**src/rtl/vga_pkg.sv**
```systemverilog
// Shared VGA horizontal timing definitions used by the line-timing generator
// and the sync receiver.
package vga_pkg;

    localparam logic [9:0] VGA_HSYN    = 10'd96;
    localparam logic [9:0] VGA_HBP     = 10'd48;
    localparam logic [9:0] VGA_HACTIVE = 10'd640;
    localparam logic [9:0] VGA_HFP     = 10'd16;

    typedef enum logic [2:0] {
        HUNT,
        SYNC,
        BP,
        ACT,
        FP
    } rx_state_t;

    function automatic logic [10:0] htotal(input logic [9:0] syn,
                                           input logic [9:0] bp,
                                           input logic [9:0] act,
                                           input logic [9:0] fp);
        return 11'(syn) + 11'(bp) + 11'(act) + 11'(fp);
    endfunction

endpackage

```
**src/rtl/sync_edge_det.sv**
```systemverilog
// Normalises the sync input to active-high and flags its leading and
// trailing edges against the previous sample.
module sync_edge_det #(
    parameter logic HPOL = 1'b0
) (
    input  logic clk_i,
    input  logic rst_i,
    input  logic hs_i,
    output logic le,
    output logic te
);

    logic a;
    logic a_q;

    assign a = HPOL ? hs_i : ~hs_i;

    always_ff @(posedge clk_i or posedge rst_i) begin
        if (rst_i) begin
            a_q <= 1'b0;
        end else begin
            a_q <= a;
        end
    end

    assign le = a & ~a_q;
    assign te = ~a & a_q;

endmodule

```
**src/rtl/h_sync_rx.sv**
```systemverilog
// Horizontal sync receiver: recovers line position from the sync leading edge,
// measures sync width and line period, and reports lock and pixel column.
module h_sync_rx
    import vga_pkg::*;
#(
    parameter logic [9:0] HSYN       = VGA_HSYN,
    parameter logic [9:0] HBP        = VGA_HBP,
    parameter logic [9:0] HACTIVE    = VGA_HACTIVE,
    parameter logic [9:0] HFP        = VGA_HFP,
    parameter logic       HPOL       = 1'b0,
    parameter logic [2:0] LOCK_LINES = 3'd4
) (
    input  logic       clk_i,
    input  logic       rst_i,
    input  logic       hs_i,
    output logic       locked_o,
    output logic       active_o,
    output logic [9:0] x_o,
    output logic       sol_o,
    output logic [9:0] width_o,
    output logic [9:0] period_o,
    output logic       err_o
);

    localparam logic [9:0] HTOTAL   = 10'(htotal(HSYN, HBP, HACTIVE, HFP));
    localparam logic [9:0] ACT_X0   = HSYN + HBP;
    localparam logic [9:0] BP_LAST  = ACT_X0 - 10'd1;
    localparam logic [9:0] ACT_LAST = ACT_X0 + HACTIVE - 10'd1;

    rx_state_t  state;
    logic [9:0] cnt;
    logic [9:0] cnt_inc;
    logic [2:0] good;
    logic [2:0] good_inc;
    logic       le;
    logic       te;

    sync_edge_det #(
        .HPOL(HPOL)
    ) u_edge (
        .clk_i(clk_i),
        .rst_i(rst_i),
        .hs_i (hs_i),
        .le   (le),
        .te   (te)
    );

    always_comb begin
        cnt_inc  = cnt + 10'd1;
        good_inc = (good == LOCK_LINES) ? good : good + 3'd1;
    end

    always_ff @(posedge clk_i or posedge rst_i) begin
        if (rst_i) begin
            state    <= HUNT;
            cnt      <= '0;
            good     <= '0;
            locked_o <= 1'b0;
            sol_o    <= 1'b0;
            width_o  <= '0;
            period_o <= '0;
            err_o    <= 1'b0;
        end else begin
            sol_o <= le;
            err_o <= 1'b0;

            if (le) begin
                cnt <= '0;
            end else if (cnt != '1) begin
                cnt <= cnt_inc;
            end

            // Edge handling outranks timeout, which outranks in-line progress.
            if (le) begin
                state <= SYNC;
                if (state != HUNT) begin
                    period_o <= cnt_inc;
                    if (cnt_inc == HTOTAL) begin
                        good     <= good_inc;
                        locked_o <= (good_inc == LOCK_LINES);
                    end else begin
                        good     <= '0;
                        locked_o <= 1'b0;
                        err_o    <= 1'b1;
                    end
                end
            end else if (state != HUNT && cnt == '1) begin
                state    <= HUNT;
                good     <= '0;
                locked_o <= 1'b0;
                err_o    <= 1'b1;
            end else begin
                unique case (state)
                    SYNC: begin
                        if (te) begin
                            state   <= BP;
                            width_o <= cnt_inc;
                            if (cnt_inc != HSYN) begin
                                good     <= '0;
                                locked_o <= 1'b0;
                                err_o    <= 1'b1;
                            end
                        end
                    end
                    BP: begin
                        if (cnt >= BP_LAST) begin
                            state <= ACT;
                        end
                    end
                    ACT: begin
                        if (cnt >= ACT_LAST) begin
                            state <= FP;
                        end
                    end
                    default: ;
                endcase
            end
        end
    end

    assign active_o = (state == ACT) & locked_o;
    assign x_o      = active_o ? (cnt - ACT_X0) : '0;

endmodule

```
**config.mk**
```make
export PLATFORM = sky130hd
export DESIGN_NAME = h_sync_rx
export DESIGN_NICKNAME = d
export VERILOG_FILES = /design/src/rtl/vga_pkg.sv /design/src/rtl/sync_edge_det.sv /design/src/rtl/h_sync_rx.sv
export SDC_FILE = /design/constraint.sdc
export NUM_CORES = 1
export LEC_CHECK = 0
export ABC_AREA = 1
export ABC_CLOCK_PERIOD_IN_PS = 1700
export CAP_MARGIN = 20
export CORE_MARGIN = 2
export CORE_UTILIZATION = 45
export DETAILED_ROUTE_END_ITERATION = 16
export GPL_ROUTABILITY_DRIVEN = 0
export PLACE_DENSITY = 0.72
export SLEW_MARGIN = 20
export SYNTH_ARGS = -nofsm -noshare
export SYNTH_HDL_FRONTEND = slang
export SYNTH_SLANG_ARGS = --single-unit
```
**constraint.sdc**
```tcl
create_clock -name clk_i -period 1.7 [get_ports clk_i]
set_input_delay 0.17 -clock clk_i [delete_from_list [all_inputs] [get_ports clk_i]]
set_output_delay 0.17 -clock clk_i [all_outputs]
set_load 0.05 [all_outputs]
```
-- After elaboration in Yosys (flattened, before gate mapping)
Index checks and enable logic that the tools add are counted.
- bitwise operators: 7
- eq/ne operators: 13
- add/subtract/negate cells: 3
- $lt $le $gt $ge: 2
- multipliers: 0
- div/mod/pow operators: 0
- reductions and logical operators: 11
- shift operators: 0
- mux-type cells: 31
- operator list (operator ; count):
    $mux 3 ; 13
    $mux 10 ; 3
    $eq 10x10->1 const B ; 2
    $mux 1 ; 14
    $ne 4x4->1 const B ; 3
    $reduce_and 4->1 ; 3
    $reduce_bool 3->1 ; 4
    $add 10x1->10 const B ; 1
    $ge 10x10->1 const B ; 1
    $ge 10x8->1 const B ; 1
    $ne 10x10->1 const B ; 1
    $ne 10x7->1 const B ; 1
    $sub 10x8->10 const B ; 1
    $pmux 3 s3 ; 1
    $eq 3x2->1 const B ; 2
    $eq 3x3->1 const B ; 2
    $reduce_bool 5->1 ; 1
    $not 1->1 ; 4
    $add 3x1->3 const B ; 1
    $and 1x1->1 ; 3
    $eq 3x1->1 const B ; 1
    $ne 2x1->1 const B ; 1
    $reduce_and 2->1 ; 1
    $reduce_bool 2->1 ; 1
    $logic_and 1x1->1 ; 1
- memory bits (writable): 0
- output and inout bits: 34
- bits in read-only memories: 0
- latch bits: 0
- word-level logic and storage cells: 76
- memories kept: 0
- register bits: 40
- bits of input ports: 3

-- Logic depth before layout (Yosys ltp)
Gate-level depths: netlist (run 1).
- depth after elaboration: 7
- depth in mapped cells: 12
- gate-level depth less buffers: 12

-- By module
From an unflattened synthesis (run 1), not the netlist that was laid out.
- cell total of the unflattened synthesis: 291
- area, all modules: 2224.6 um^2
- by module, submodules not included (module ; instances ; cells an instance ; sequential area each (um^2) ; area each (um^2)):
    h_sync_rx ; 1 ; 285 ; 975.9 ; 2180.8
    sync_edge_det ; 1 ; 6 ; 25.0 ; 43.8

-- Worst setup path after synthesis (run 1)
Ideal clock, no wire load.
- kind: register to output
- start: register locked_o
- end: output x_o[9]
- data arrival time: 2.217 ns
- buffers on the path: 0
- required time: 1.530 ns
- stages on the path, launching flop included: 5
- path slack: -0.687 ns
- path through: dfrtp_1 -> nand2_1 -> inv_1 -> o21ai_0 -> a21oi_1
- cells in the longest elaborated chain, start to end: 2
- RTL lines (what ; RTL line ; text):
    from (decl) ; h_sync_rx.sv:16 ; output logic locked_o,
    from (signal assigned) ; h_sync_rx.sv:80 ; locked_o <= (good_inc == LOCK_LINES);
    $and 1x1->1 ; h_sync_rx.sv:121 ; assign active_o = (state == ACT) & locked_o;
    named net active_o ; h_sync_rx.sv:17 ; output logic active_o,
    $mux 10 ; h_sync_rx.sv:122 ; assign x_o = active_o ? (cnt - ACT_X0) : '0;
    to (decl) ; h_sync_rx.sv:18 ; output logic [9:0] x_o,
The timed path passes the listed nets, and every way through them passes these cells.

-- Final worst setup path (run 1)
- start: register state[2]
- end: output x_o[7]
- cells in the longest elaborated chain, start to end: 3
- RTL lines (what ; RTL line ; text):
    from (decl) ; h_sync_rx.sv:30 ; rx_state_t state;
    from (signal assigned) ; h_sync_rx.sv:55 ; state <= HUNT;
    from (signal assigned) ; h_sync_rx.sv:75 ; state <= SYNC;
    from (signal assigned) ; h_sync_rx.sv:88 ; state <= HUNT;
    $eq 3x2->1 ; h_sync_rx.sv:121 ;
    $and 1x1->1 ; h_sync_rx.sv:121 ;
    $mux 10 ; h_sync_rx.sv:122 ;
Every way passes these cells.

==> metrics.md, run 1 <==
| Metric | Value |
|---|---|
| # Max-Cap Violations | 0 |
| Commonest non-fill, non-tap cell in the layout | nand2_1 |
| PwrDens | 1150 nW/um^2 |
| CP delay by family, top | flip-flops |
| Reg2reg end | state[2] |
| Pwr Total | 3.92 mW |
| ANT cells | 0 |
| Mean number of vias per cell | 5.18 |
| Worst path slowest cell | dfrtp_1 |
| TNS Setup | -0.116 ns |
| First-pass GRT wire length | 9530 um |
| Clock Sink Count | 40 |
| Later-pin clock latency in the skew report | 0.30 ns |
| CP Capture Type | output port |
| Antenna violations before repair | 0 |
| Core area | 4690 um^2 |
| Drt first pass iters | 4 |
| Initial Utilization | 46.6% |
| Yosys reg bits | 40 |
| CP Data Required Time | 1.53 ns |
| Layout Nets | 379 |
| Synth cell types | 27 |
| Number of I/O pins | 37 |
| Cell mode on critical path | nand2_4 |
| Final setup viols | 6 |
| Netlist Area Pre-Place | 2180 um^2 |
| Worst reg2reg path startpoint | cnt[5] |
| Drc violations | 0 |
| Total grt overflow | 0 |
| Reg2Reg Setup Slack | 0 ns |
| Crit path cell chain | inv_2 -> nand2_4 -> nor2_4 -> nand2_4 -> clkinvlp_4 -> nand2_2 -> a31oi_4 -> buf_12 |
| Max H-tree Level | 2 |
| GRT Total Usage | 23.0% |
| Num CTS Buffers | 5 |
| Synth-to-Final Area Change | 56.0% |
| Peak supply drop | 1.07 mV |
| Port Buffer Count | 36 |
| Status | complete, but fails checks |
| CP peak stage delay | 0.41 ns |
| Die Ht | 73.7 um |
| WS Path Type | register to output port |
| Post-place setup slack | -0.0787 ns |
| Crit-path max FO | 3 |
| Fmax | 0.575 GHz |
| Final cycle utilization of the critical path | 102% |
| P_leak | 1.61 nW |
| Cells after synthesis | 295 |
| Final Hold Vio Count | 0 |
| Min Clock Period, post-route | 1.74 ns |
| Vias in the first global route | 2124 |
| Failing checks | negative setup slack |
| Drt wl/cell | 14.4 um |
| Clock transition at path regs | 0.08 ns |
| Final WS setup | -0.0400 ns |
| Largest net degree at the start of global routing | 41 |
| Antenna Violating Nets Remaining | 0 |
| Hold crit path type | input port to async pin |
| Initial DRC Count | 140 |
| Worst Tran Pin Value | 0.513 ns |
| RSZ-0062 raised after global routing | true |
| Pins over their slew limit | 0 |
| Most frequent cells in the layout | 76 x nand2_1, 36 x dfrtp_1, 36 x buf_4 |
| CTS root buf | clkbuf_8 |
| Post-route cell area | 3410 um^2 |
| Syn Nets | 305 |
| Post-detail-place hpwl | 3900 um |
| Routed vias | 2198 |
| TritonCTS clock tree | built |
| Share of post-route cells with drive strength above 1 | 37.8% |
| DRT Wirelength | 6090 um |
| Critical Path AT | 1.57 ns |
| DIE AREA | 5430 um^2 |
| Dpl cell area | 2900 um^2 |
| Synth warnings | 0 |
| Bufs on Longest Clock Path | 2 |
| R2R depth | 12 |
| CP Buf/Inv Count | 3 |
| Core Rows | 25 |
| Setup crit start kind | register |
| Syn avg cell area | 7.41 um^2 |
| Clk_skew | 0.00761 ns |
| Headroom to the max-slew limit | 65.7% |
| Post-synthesis sequential area ratio | 45.8% |
| Chip Width | 73.7 um |
metrics by stage:
step / hold slack, ns / utilization, % / instances
floorplan: 0.245 / - / 295
global placement: 0.470 / 61.7 / 398
detailed placement: 0.480 / 61.7 / 398
CTS: 0.226 / 68.9 / 421
global route: 0.233 / 72.6 / 424
finish: 0.222 / 72.6 / 424
area by class of cell:
cell class | instances | area (um^2)
clock buffer | 5 | 68.8
clock inverter | 3 | 21.3
fill | 360 | 1280
inverter | 41 | 158
multi-input combinational | 207 | 1310
sequential | 40 | 1010
tap | 54 | 67.6
timing repair buffer | 74 | 782
sequential cells by signal, summed over array words and instances (netlist names):
name        cells
width_o        10
period_o       10
cnt            10
locked_o        1
state           3
err_o           1
sol_o           1
u_edge.a_q      1
good            3
synthesized netlist by cell type:
cell type  count  area, um^2
ha_1           7        87.6
or2_2          1        6.26
nand2_2        5        31.3
nand4_1        2        12.5
nor2_1        27         101
nand2_1       92         345
nand3b_1       1        7.51
o21ai_2        1        8.76
inv_2          2        7.51
o21ai_1        1        5.00
o31ai_1        1        7.51
o22ai_1        3        18.8
inv_1         39         146
nor2_2         4        25.0
a31oi_1        1        6.26
dfrtp_1       40        1000
nor2_4         1        11.3
o21ai_0       31         155
clkbuf_1       3        11.3
nand3_1       14        70.1
a21oi_1        4        20.0
xnor2_1        1        8.76
and2_1         1        6.26
nand3_2        3        30.0
xor2_1         1        8.76
nor3_1         5        25.0
buf_2          4        20.0
how the worst max path moves through the flow:
| stage | start | endpoint | slack, ns | cells past startpoint |
|---|---|---|---|---|
| after CTS | state[2] | x_o[7] | -0.05 | 8 |
| after global routing | cnt[4] | good[0] | -0.17 | 12 |
| after global placement | cnt[1] | locked_o | -0.01 | 12 |
| after floorplan | state[2] | x_o[9] | -0.04 | 7 |
| after detailed placement | hs_i | state[1] | -0.08 | 12 |
| final | state[2] | x_o[7] | -0.04 | 8 |
cells by family after synthesis:
group	synth area share [%]
AOI/OAI and AO/OA	10.1
buffers and inverters	8.48
adders and majority gates	4.01
DFF	45.8
xor gates and xnor gates	0.802
and+or+nand+nor	30.8
power by group:
group | switching, mW | internal (mW)
combinational | 1.23 | 0.690
sequential | 0.187 | 1.17
clock | 0.352 | 0.291
per-layer routing:
metal	track usage (%)	up-vias	share of wire, %
li1	-	1069	-
met1	30.9	1060	44
met2	36.4	57	50
met3	4.53	12	4.3
met4	9.49	0	2.2
met5	0	-	0
worst reg2reg max path, cell delays in order, from the launching register on:
cell     delay (ns)
dfrtp_1        0.38
buf_6          0.14
ha_4           0.16
nand3_2        0.09
nor2_2         0.11
nand3_2        0.14
nand2_4        0.13
nor2_2         0.06
nand2_1        0.09
nand2_2        0.07
nor2_2         0.13
nand2_1        0.08
nand2_1        0.07
repair_timing:
action / in CTS / in global routing
buffers inserted: 15 / 3
hold buffers: 0 / 0
pin swaps: 10 / 21
endpoints found under the setup margin: 18 / 33
resized for setup: 41 / 50
(Power assumes the default switching activity.)
==> run 2, diff against run 1 <==
--- a/config.mk
+++ b/config.mk
@@ -5,14 +5,13 @@
 export SDC_FILE = /design/constraint.sdc
 export NUM_CORES = 1
 export LEC_CHECK = 0
-export ABC_AREA = 1
-export ABC_CLOCK_PERIOD_IN_PS = 1700
+export ABC_CLOCK_PERIOD_IN_PS = 2250
 export CAP_MARGIN = 20
 export CORE_MARGIN = 2
 export CORE_UTILIZATION = 45
 export DETAILED_ROUTE_END_ITERATION = 16
 export GPL_ROUTABILITY_DRIVEN = 0
-export PLACE_DENSITY = 0.72
+export PLACE_DENSITY = 0.69
 export SLEW_MARGIN = 20
 export SYNTH_ARGS = -nofsm -noshare
 export SYNTH_HDL_FRONTEND = slang
==> constraint.sdc (replaced) <==
create_clock -name clk_i -period 2.25 [get_ports clk_i]
set_input_delay 0.225 -clock clk_i [delete_from_list [all_inputs] [get_ports clk_i]]
set_output_delay 0.225 -clock clk_i [all_outputs]
set_load 0.05 [all_outputs]
==> run 2 against run 1 <==
  * Sequential power fell by 26%
  * Hold slack better by 0.14 ns
  * Area after synthesis is 2.2% higher
  * Utilization decreased by 12 points
  * Critical path depth decreased by 3
  * First-iteration DRC count decreased by 14%
  * Cell count is 15% lower
  * The flow now finishes without violations
  * Clock power shrank 8.9%
  * Combinational power fell by 48%
  * Via count shrank 13%
  * Highest routed layer unchanged
==> metrics.md, run 2 <==
| Metric | Value |
|---|---|
| Antenna Violating Nets Remaining | 0 |
| Crit-path max FO | 9 |
| Number of flops mapped to enable cells by yosys | 0 |
| Headroom to the max-slew limit | 65.9% |
| Most instantiated cells after synthesis | 40 x dfrtp_1, 35 x nand2_1, 23 x o21ai_0 |
| DRT Wirelength | 5050 um |
| Top FF cell, synth | dfrtp_1 |
| Synth cell types | 46 |
| Min Clock Period, post-route | 2.09 ns |
| Final Hold Vio Count | 0 |
| Core area | 4750 um^2 |
| Hold crit path type | input port to async pin |
| Met2 Routed Length | 2390 um |
| Crit path cell chain | buf_4 -> o31a_1 -> or3_1 -> a21oi_2 -> buf_12 |
| R2R depth | 8 |
| Initial Utilization | 46.9% |
| DIE AREA | 5540 um^2 |
| First-pass GRT wire length | 8510 um |
| Number of I/O pins | 37 |
| Drt first pass iters | 4 |
| PwrDens | 888 nW/um^2 |
| Critical Path AT | 1.87 ns |
| Main area contributors after synthesis | dfrtp_1 45%, nand2_1 5.9%, o21ai_0 5.2% |
| Post-synth top area share | 44.8% |
| Setup crit start kind | register |
| CP Data Required Time | 2.03 ns |
| Pins over their slew limit | 0 |
| Most common cell in the netlist | dfrtp_1 |
| Clock transition at path regs | 0.08 ns |
| Initial DRC Count | 121 |
| Routed vias | 1906 |
| CP peak stage delay | 0.39 ns |
| WS Path Type | register to output port |
| Num CTS Buffers | 5 |
| Max H-tree Level | 2 |
| Final cycle utilization of the critical path | 93.1% |
| Drc violations | 0 |
| Share of post-route cells with drive strength above 1 | 18.4% |
| Largest net degree at the start of global routing | 41 |
| P_leak | 1.32 nW |
| Cells after synthesis | 243 |
| Vias in the first global route | 1768 |
| ANT cells | 0 |
| Final WS setup | 0.155 ns |
| Most frequent cells in the layout | 40 x dfrtp_1, 35 x nand2_1, 30 x buf_4 |
| Post-detail-place hpwl | 3740 um |
| Chip Width | 74.4 um |
| DRT met1 WL | 2370 um |
| Met3 wire len | 229 um |
| Netlist Area Pre-Place | 2230 um^2 |
| Yosys reg bits | 40 |
| Total grt overflow | 0 |
| Commonest non-fill, non-tap cell in the layout | dfrtp_1 |
| Worst reg2reg path startpoint | cnt[0] |
| CTS hold repair buffers | 0 |
| Post-synth top area cell | dfrtp_1 |
| CTS root buf | clkbuf_8 |
| Die Ht | 74.4 um |
| Peak supply drop | 0.418 mV |
| Core Rows | 25 |
| Bufs on Longest Clock Path | 2 |
| Worst path slowest cell | dfrtp_1 |
| Clock Sink Count | 40 |
| Synth warnings | 0 |
| RSZ-0062 raised after global routing | false |
| TritonCTS clock tree | built |
| Post-place setup slack | -0.0309 ns |
| Port Buffer Count | 36 |
| GRT Total Usage | 20.3% |
| Clk_skew | 0.00404 ns |
| Registers with the most flip-flops | cnt x10, period_o x10, width_o x10 |
| Drt wl/cell | 14.0 um |
| Layout Nets | 303 |
| Mean number of vias per cell | 5.28 |
| Async SR Flop Fraction | 100% |
| Synth-to-Final Area Change | 30.2% |
| Antenna violations before repair | 0 |
| # Max-Cap Violations | 0 |
| Post-synthesis sequential area ratio | 44.8% |
| Hold Slack | 0.363 ns |
| CTS resizes | 0 |
| Syn avg cell area | 9.19 um^2 |
| Later-pin clock latency in the skew report | 0.29 ns |
| CP Capture Type | output port |
| Fmax | 0.477 GHz |
| Syn Nets | 253 |
| Status | finished clean |
| Worst Tran Pin Value | 0.512 ns |
| Setup Fix Bufs, Post-CTS | 0 |
| Final setup viols | 0 |
| Top sig layer | met4 |
| CP startpoint | cnt[4] |
-- run 2: layout make-up --
type / instances / area, um^2
inverter: 12 / 45.0
sequential: 40 / 1000
clock inverter: 3 / 42.5
fill: 415 / 1850
clock buffer: 5 / 68.8
timing repair buffer: 58 / 536
tap: 67 / 83.8
multi-input combinational: 176 / 1130
-- run 2: per-stage QoR --
stage	TNS, ns	std cells	area [um^2]	power, mW	utilization (%)
detailed placement	-0.0468	353	2780	2.01	58.6
global route	0	361	2910	2.73	61.1
finish	0	361	2910	2.58	61.1
floorplan	0	243	2240	1.70	-
CTS	0	361	2900	2.60	60.9
global placement	0	353	2780	2.00	58.6
-- run 2: kinds of logic (layout without fill, tap and decap cells) --
| group | count (synthesis) | in the layout | share of synthesized area, % |
|---|---|---|---|
| mux | 6 | 6 | 2.91 |
| fa+ha+maj | 7 | 7 | 3.92 |
| buf+inv | 27 | 78 | 5.27 |
| xor+xnor | 11 | 11 | 4.32 |
| compound gates | 57 | 57 | 15.8 |
| flops | 40 | 40 | 44.8 |
| simple gates | 95 | 95 | 23.0 |
-- run 2: worst max-delay path: cells and delay by family, from the launching register on --
kind,cells,cell delay [ns]
compound gates,2,0.53
flops,1,0.39
buf+inv,2,0.33
simple gates,1,0.33
-- run 2: worst paths after layout --
path,slack (ns),end
worst max register to register,0.17,good[0]
max in group asynchronous,1.53,locked_o
worst min-delay path,0.36,period_o[8]
worst min register to register,0.48,period_o[0]
worst max-delay path,0.16,x_o[9]
min in group clk_i,0.48,u_edge.a_q
-- run 2: per-layer routing --
metal  global-route usage, %  vias to the layer above
li1                        -                      949
met4                    6.55                        0
met5                       0                        -
met1                    27.9                      906
met2                    32.2                       45
met3                    4.61                        6
-- run 2: where the power goes --
group / leakage (nW) / total, mW / switching (mW) / internal [mW]
combinational: 0.733 / 1.00 / 0.622 / 0.380
clock: 0.0541 / 0.586 / 0.258 / 0.328
sequential: 0.532 / 0.993 / 0.133 / 0.860
total: 1.32 / 2.58 / 1.01 / 1.57
==> run 3, diff against run 2 <==
--- a/config.mk
+++ b/config.mk
@@ -12,7 +12,6 @@
 export DETAILED_ROUTE_END_ITERATION = 16
 export GPL_ROUTABILITY_DRIVEN = 0
 export PLACE_DENSITY = 0.69
-export SLEW_MARGIN = 20
 export SYNTH_ARGS = -nofsm -noshare
 export SYNTH_HDL_FRONTEND = slang
 export SYNTH_SLANG_ARGS = --single-unit
==> results of run 3 <==
No change in the layout: final DEF, timing and power equal those of run 2.
